[src/rtl/dmem_access_ctrl_pkg.sv]
// Shared constants for the data-memory access controller: FSM encodings,
// default timeout and the read data returned for an abandoned access.
package dmem_access_ctrl_pkg;

  typedef enum logic [1:0] {
    DM_IDLE = 2'd0,
    DM_BUSY = 2'd1,
    DM_DONE = 2'd2
  } dm_state_e;

  localparam int unsigned DM_TIMEOUT_CYC = 255;
  localparam logic [31:0] DM_ERR_RDATA   = 32'hDEAD_BEEF;

  function automatic logic dm_aligned(input logic [1:0] lsb);
    return lsb == 2'b00;
  endfunction

endpackage

[src/rtl/dmem_timeout_cnt.sv]
// Saturating up-counter with synchronous clear and enable; tc_o flags the terminal count.
module dmem_timeout_cnt #(
  parameter int unsigned Width = 8,
  parameter int unsigned Max   = 254
) (
  input  logic clk_i,
  input  logic rst_ni,
  input  logic clr_i,
  input  logic en_i,
  output logic tc_o
);

  localparam logic [Width-1:0] MaxVal = Width'(Max);

  logic [Width-1:0] cnt_q;

  always_ff @(posedge clk_i or negedge rst_ni) begin
    if (!rst_ni) begin
      cnt_q <= '0;
    end else if (clr_i) begin
      cnt_q <= '0;
    end else if (en_i && (cnt_q != MaxVal)) begin
      cnt_q <= cnt_q + 1'b1;
    end
  end

  assign tc_o = (cnt_q == MaxVal);

endmodule

[src/rtl/dmem_access_ctrl.sv]
// Converts single-cycle MEM-stage loads/stores into req/ack bus transactions,
// stalling the pipeline until the access completes, misaligns or times out.
module dmem_access_ctrl
  import dmem_access_ctrl_pkg::*;
#(
  parameter int unsigned TIMEOUT_CYC = DM_TIMEOUT_CYC,
  parameter logic [31:0] ERR_RDATA   = DM_ERR_RDATA
) (
  input  logic        clk,
  input  logic        rst_n,
  input  logic        mem_valid,
  input  logic        mem_ren,
  input  logic        mem_wen,
  input  logic [31:0] mem_addr,
  input  logic [31:0] mem_dout,
  input  logic        pipe_adv,
  output logic [31:0] mem_din,
  output logic        mem_stall,
  output logic        mem_err,
  output logic        bus_req,
  output logic        bus_we,
  output logic [29:0] bus_addr,
  output logic [31:0] bus_wdata,
  input  logic        bus_ack,
  input  logic [31:0] bus_rdata
);

  localparam int unsigned CntW   = (TIMEOUT_CYC > 1) ? $clog2(TIMEOUT_CYC) : 1;
  localparam int unsigned CntMax = (TIMEOUT_CYC > 0) ? TIMEOUT_CYC - 1 : 0;

  dm_state_e   state_q;
  logic [31:0] rdata_q;
  logic        err_q;
  logic        bus_req_q;
  logic        bus_we_q;
  logic [29:0] bus_addr_q;
  logic [31:0] bus_wdata_q;

  logic access;
  logic cnt_clr;
  logic cnt_en;
  logic cnt_tc;

  assign access  = mem_valid & (mem_ren | mem_wen);
  assign cnt_clr = (state_q != DM_BUSY);
  assign cnt_en  = (state_q == DM_BUSY) & ~bus_ack;

  dmem_timeout_cnt #(
    .Width (CntW),
    .Max   (CntMax)
  ) u_timeout_cnt (
    .clk_i  (clk),
    .rst_ni (rst_n),
    .clr_i  (cnt_clr),
    .en_i   (cnt_en),
    .tc_o   (cnt_tc)
  );

  always_ff @(posedge clk or negedge rst_n) begin
    if (!rst_n) begin
      state_q     <= DM_IDLE;
      rdata_q     <= '0;
      err_q       <= 1'b0;
      bus_req_q   <= 1'b0;
      bus_we_q    <= 1'b0;
      bus_addr_q  <= '0;
      bus_wdata_q <= '0;
    end else begin
      unique case (state_q)
        DM_IDLE: begin
          if (access) begin
            if (dm_aligned(mem_addr[1:0])) begin
              // A simultaneous read and write strobe is treated as a write.
              bus_req_q   <= 1'b1;
              bus_we_q    <= mem_wen;
              bus_addr_q  <= mem_addr[31:2];
              bus_wdata_q <= mem_dout;
              state_q     <= DM_BUSY;
            end else begin
              err_q   <= 1'b1;
              rdata_q <= '0;
              state_q <= DM_DONE;
            end
          end
        end
        DM_BUSY: begin
          if (bus_ack) begin
            if (!bus_we_q) rdata_q <= bus_rdata;
            err_q     <= 1'b0;
            bus_req_q <= 1'b0;
            state_q   <= DM_DONE;
          end else if (cnt_tc) begin
            err_q     <= 1'b1;
            rdata_q   <= ERR_RDATA;
            bus_req_q <= 1'b0;
            state_q   <= DM_DONE;
          end
        end
        DM_DONE: begin
          // Hold until the MEM stage actually advances so a stalled pipeline never re-issues.
          if (pipe_adv) state_q <= DM_IDLE;
        end
        default: state_q <= DM_IDLE;
      endcase
    end
  end

  assign mem_stall = rst_n & (((state_q == DM_IDLE) & access) | (state_q == DM_BUSY));
  assign mem_din   = rdata_q;
  assign mem_err   = err_q;
  assign bus_req   = bus_req_q;
  assign bus_we    = bus_we_q;
  assign bus_addr  = bus_addr_q;
  assign bus_wdata = bus_wdata_q;

endmodule

[config.mk]
export PLATFORM = sky130hd
export DESIGN_NAME = dmem_access_ctrl
export DESIGN_NICKNAME = d
export VERILOG_FILES = /design/src/rtl/dmem_access_ctrl_pkg.sv /design/src/rtl/dmem_timeout_cnt.sv /design/src/rtl/dmem_access_ctrl.sv
export SDC_FILE = /design/constraint.sdc
export NUM_CORES = 1
export LEC_CHECK = 0
export CAP_MARGIN = 20
export CORE_ASPECT_RATIO = 1.25
export CORE_MARGIN = 2
export CORE_UTILIZATION = 39
export CTS_BUF_LIST = sky130_fd_sc_hd__clkbuf_4 sky130_fd_sc_hd__clkbuf_8
export CTS_CLUSTER_SIZE = 20
export DETAILED_ROUTE_END_ITERATION = 7
export GPL_TIMING_DRIVEN = 0
export PLACE_DENSITY = 0.76
export SLEW_MARGIN = 15
export SYNTH_ARGS = -nofsm -noshare
export SYNTH_HDL_FRONTEND = slang
export SYNTH_SLANG_ARGS = --single-unit
[constraint.sdc]
create_clock -name clk -period 2.55 [get_ports clk]
set_clock_uncertainty 0.2 [all_clocks]
set_input_delay 0.765 -clock clk [delete_from_list [all_inputs] [get_ports clk]]
set_output_delay 0.765 -clock clk [all_outputs]
set_load 0.02 [all_outputs]
# After elaboration in Yosys (flattened, before gate mapping)
# Index checks and enable logic that the tools add are counted.
[classes] order_cmp=0 multipliers=0 muxes=24 n_shift=0 add_sub_neg=1 eq_ne=11 n_reduce_logical=10 bitwise_logic=7 div=0
[ops] cell="$mux W32" n=5
[ops] cell="$pmux W32 S2" n=1
[ops] cell="$mux W8" n=2
[ops] cell="$mux W2" n=5
[ops] cell="$add A8 B1 Y8 const B" n=1
[ops] cell="$eq A8 B8 Y1 const B" n=1
[ops] cell="$mux W1" n=8
[ops] cell="$ne A2 B2 Y1 const B" n=4
[ops] cell="$ne A8 B8 Y1 const B" n=1
[ops] cell="$reduce_and A4 Y1" n=2
[ops] cell="$ne A3 B3 Y1 const B" n=2
[ops] cell="$pmux W2 S3" n=1
[ops] cell="$reduce_and A3 Y1" n=2
[ops] cell="$reduce_and A5 Y1" n=1
[ops] cell="$and A1 B1 Y1" n=4
[ops] cell="$logic_not A2 Y1" n=2
[ops] cell="$pmux W1 S2" n=2
[ops] cell="$reduce_bool A2 Y1" n=2
[ops] cell="$eq A2 B1 Y1 const B" n=1
[ops] cell="$eq A2 B2 Y1 const B" n=1
[ops] cell="$ne A2 B1 Y1 const B" n=1
[ops] cell="$or A1 B1 Y1" n=2
[ops] cell="$logic_and A1 B1 Y1" n=1
[ops] cell="$not A1 Y1" n=1
[totals] output_inout_bits=98 n_memories=0 latchBits=0 regBits=107 ram_bits=0 romBits=0

# Longest topological paths before layout
[logic_depth] depth_word=5 ltp_mapped=7

# Cells and area by module
# A second synthesis with hierarchy kept.
[unflattened] hier_cells=354 hier_area_um2=4426.7
[modules_own_cells] mod="dmem_access_ctrl" n_inst=1 cells_per_inst=304 area_each_um2=3938.8
[modules_own_cells] mod="dmem_timeout_cnt" n_inst=1 cells_per_inst=50 area_each_um2=488.0

# Worst setup path after synthesis
# Ideal clock, no wire load.
[synth_path] path_type="input-to-output" startpoint="input mem_wen" endpoint="output mem_stall" slack_ns=0.180 required_ns=1.585 path_stages=3 arrival_ns=1.405 path_cell_list="o21ai_0 -> a21oi_2 -> and2_1"
[synth_between] elab_chain_cells=5
[synth_rtl] item="start: declaration" line="dmem_access_ctrl.sv:13" rtl="input logic mem_wen,"
[synth_rtl] item="$or A1 B1 Y1" line="dmem_access_ctrl.sv:44" rtl="assign access = mem_valid & (mem_ren | mem_wen);"
[synth_rtl] item="$and A1 B1 Y1" line="dmem_access_ctrl.sv:44"
[synth_rtl] item="$and A1 B1 Y1" line="dmem_access_ctrl.sv:108" rtl="assign mem_stall = rst_n & (((state_q == DM_IDLE) & access) | (state_q == DM_BUSY));"
[synth_rtl] item="$or A1 B1 Y1" line="dmem_access_ctrl.sv:108"
[synth_rtl] item="$and A1 B1 Y1" line="dmem_access_ctrl.sv:108"
[synth_rtl] item="end: declaration" line="dmem_access_ctrl.sv:18" rtl="output logic mem_stall,"
# Every way passes these cells.

# Worst setup path in the final report
[layout_path] startpoint="input mem_ren" endpoint="output mem_stall"
[layout_between] elab_chain_cells=5
[layout_rtl] item="start: declaration" line="dmem_access_ctrl.sv:12" rtl="input logic mem_ren,"
[layout_rtl] item="$or A1 B1 Y1" line="dmem_access_ctrl.sv:44"
[layout_rtl] item="$and A1 B1 Y1" line="dmem_access_ctrl.sv:44"
[layout_rtl] item="$and A1 B1 Y1" line="dmem_access_ctrl.sv:108"
[layout_rtl] item="$or A1 B1 Y1" line="dmem_access_ctrl.sv:108"
[layout_rtl] item="$and A1 B1 Y1" line="dmem_access_ctrl.sv:108"
# Every way passes these cells.

==> impl_metrics.yaml <==
global_routing:
  grt_remaining_overflow: 0
  grt_pass1_vias: 3599
  top_usage_layer: "met2"
  grt.total_usage_pct: 18.5
  grt_max_degree: 57
  grt.met2_usage_pct: 31.8
  grt_pass1_wl_mm: 17.8
  grtUsageMet3_pct: 6.05
  antenna_found_initial: 0
  gr-usage-met1_pct: 22.4
logic_synthesis:
  yosysUniqueCellTypes: 37
  ys_ff_latch: 107
  synthCells: 326
  yosysTopAreaCellShare_pct: 60.5
  syn_avg_cell_area_um2: 13.6
  yosys_warnings: 0
  yosysTopAreaCell: "dfrtp_1"
  synth.cell_area_um2: 4430
  yosys-top-cells-area: "dfrtp_1, mux2_2, mux2i_1, o21ai_0, inv_1"
  syn-num-nets: 431
  ys_seq_area_share_pct: 60.5
  synth-async-reset-ratio_pct: 100
  synth-edff-count: 0
  ys.flop_type: "dfrtp_1"
clock_tree:
  clk_latency_ps: 370
  cts_buffers: 9
  cts.clk_slew.worst_paths_ps: 120
  cts_root_buffer: "clkbuf_8"
  cts.sinks: 107
  clockBufferDepth: 2
  htreeDepth: 3
  cts_tree: "built"
  ctsHoldBuffers: 0
timing:
  fmaxAchievable_mhz: 398
  setup_viol_count_final: 0
  fin_crit_sh_pct: 98.5
  holdWs_ps: 16.3
  timing_hold_violations_final: 0
  period_needed_ps: 2510
  max_slew.worst_pin.slew_ps: 614
  slew_viol_final: 0
  final.setup.worst_slack_ps: 38.9
  max_slew_margin_pct: 58.9
pwr:
  p_leak_uw: 0.00299
  seq_power_share_pct: 41.1
  p_switching_uw: 2000
  peakVddDrop_mv: 0.508
  clkPwrFrac_pct: 16.8
  power_density_nw_per_um2: 851
  combPwrFrac_pct: 42.1
  p_total_uw: 5880
  internal-power_uw: 3890
  switching_share_pct: 33.9
die:
  row_count: 43
  start_util_pct: 39.9
  die-width_um: 99.3
  io_pins: 201
  core-area_um2: 11100
  die_y_um: 123
  die_area_um2: 12200
min_path:
  min_path_type: "primary input to asynchronous set/reset pin"
detailed_routing:
  vias_per_cell: 4.90
  wl_mm: 11.4
  firstDrtPassIters: 4
  via_count: 3350
  wire_per_inst_um: 16.7
  drt_iter0_markers: 108
  ant_nets: 0
  drcViolationCount: 0
placement:
  place_ws_ps: -999
  place_congestion: 0.772
  io_buffer_count: 200
  dpl.hpwl_mm: 8.50
  dp_cells: 662
  dpl_cell_area_um2: 6630
layout:
  fin_nets: 648
  fin_area_um2: 6910
  finalNonFillerCells: 683
  n_antenna_cell: 0
  drive_gt1_share_pct: 19.5
  areaGrowthSynthToFinish_pct: 56.2
setup_path:
  critPathLaunchType: "primary input"
  crit_arrival_ps: 1550
  worstSetupPathType: "primary input to primary output"
  cp_max_fo: 2
  endpoint_kind: "primary output"
  crit_required_ps: 1590
outcome:
  outcome: "finished, final reports clean"
flow_run:
  maxCapViolCount: 0
-- placed cells by master, fill, tap and decap left out, types with 4 or more instances in the layout --
master	synthesis	layout
a21oi_1	5	5
a22o_1	8	8
buf_4	5	9
buf_6	3	4
clkbuf_1	4	4
clkbuf_8	0	9
clkdlybuf4s50_1	0	195
dfrtp_1	107	107
inv_1	29	29
mux2_2	63	63
mux2i_1	24	24
nor2_1	6	6
o21ai_0	28	27
-- Yosys cell counts, types with 3 or more instances --
library cell / n
a21oi_1: 5
a22o_1: 8
buf_2: 4
buf_4: 5
buf_6: 3
clkbuf_1: 4
dfrtp_1: 107
inv_1: 29
mux2_2: 63
mux2i_1: 24
nand2_1: 3
nand3_1: 3
nor2_1: 6
o211ai_1: 3
o21a_1: 3
o21ai_0: 28
xor2_1: 3
-- timing repair --
| item | 4_1_cts | 5_1_grt |
|---|---|---|
| endpoints found under the setup margin | 1 | 49 |
| resized for setup | 15 | 3 |
| buffers inserted | 2 | 1 |
| pin swaps | 2 | 2 |
| gates cloned | 1 | 1 |
-- metrics by stage --
step	utilization (%)	TNS (ps)
6_report	62.4	0
4_1_cts	62.0	0
3_3_place_gp	59.5	-406360
2_1_floorplan	-	0
3_5_place_dp	59.8	-26480
5_1_grt	62.4	-1.61
-- flip-flops by register name, indices dropped and copies added (netlist names) --
signal,cells
bus_wdata,32
state_q,2
bus_req,1
bus_we,1
mem_din,32
mem_err,1
u_timeout_cnt.cnt_q,8
bus_addr,30
-- area by class of cell --
class	instances	area, um^2
Inverter	30	113
Sequential cell	107	2680
Fill cell	900	4170
Tap cell	135	169
Clock buffer	9	124
Timing Repair Buffer	206	2130
Clock inverter	7	58.8
Multi-Input combinational cell	173	1540
Buffer	16	109
-- metal layers --
metal	part of all wire [%]	vias up
li1	-	1564
met1	39	1655
met2	52	121
met3	8.0	10
met4	0.97	0
met5	0	-
-- power groups by stage --
stage	logic [uW]	registers [uW]	clock network, uW
after floorplan	569	3030	0
after global placement	2440	2430	0
after detailed placement	2480	2460	0
after CTS	2510	2420	1030
after global routing	2620	2490	1080
final	2480	2420	988
-- logic make-up after synthesis --
logic type	share of synthesized area (%)
adders and majority gates	0.565
DFF	60.5
muxes	21.5
buffers and inverters	4.95
and+or+nand+nor	3.31
AOI/OAI and AO/OA	8.43
xor gates and xnor gates	0.792
-- worst max-delay path, stage by stage --
cell and delay, ps:
dlygate4sd2_1 240, o21ai_2 160, a21oi_2 100, and2_4 160, buf_6 120
-- worst paths after layout --
check | startpoint | slack [ps] | depth (start not counted) | end
max reg2reg | u_timeout_cnt.cnt_q[0] | 380 | 7 | mem_din[22]
max in group asynchronous | rst_n | 1620 | 2 | mem_din[4]
max | mem_ren | 40 | 5 | mem_stall
min in group clk | bus_req | 310 | 1 | bus_req
min reg2reg | bus_req | 310 | 1 | bus_req
min | rst_n | 20 | 1 | bus_wdata[27]
No activity file was read; power rests on OpenSTA's default activity.
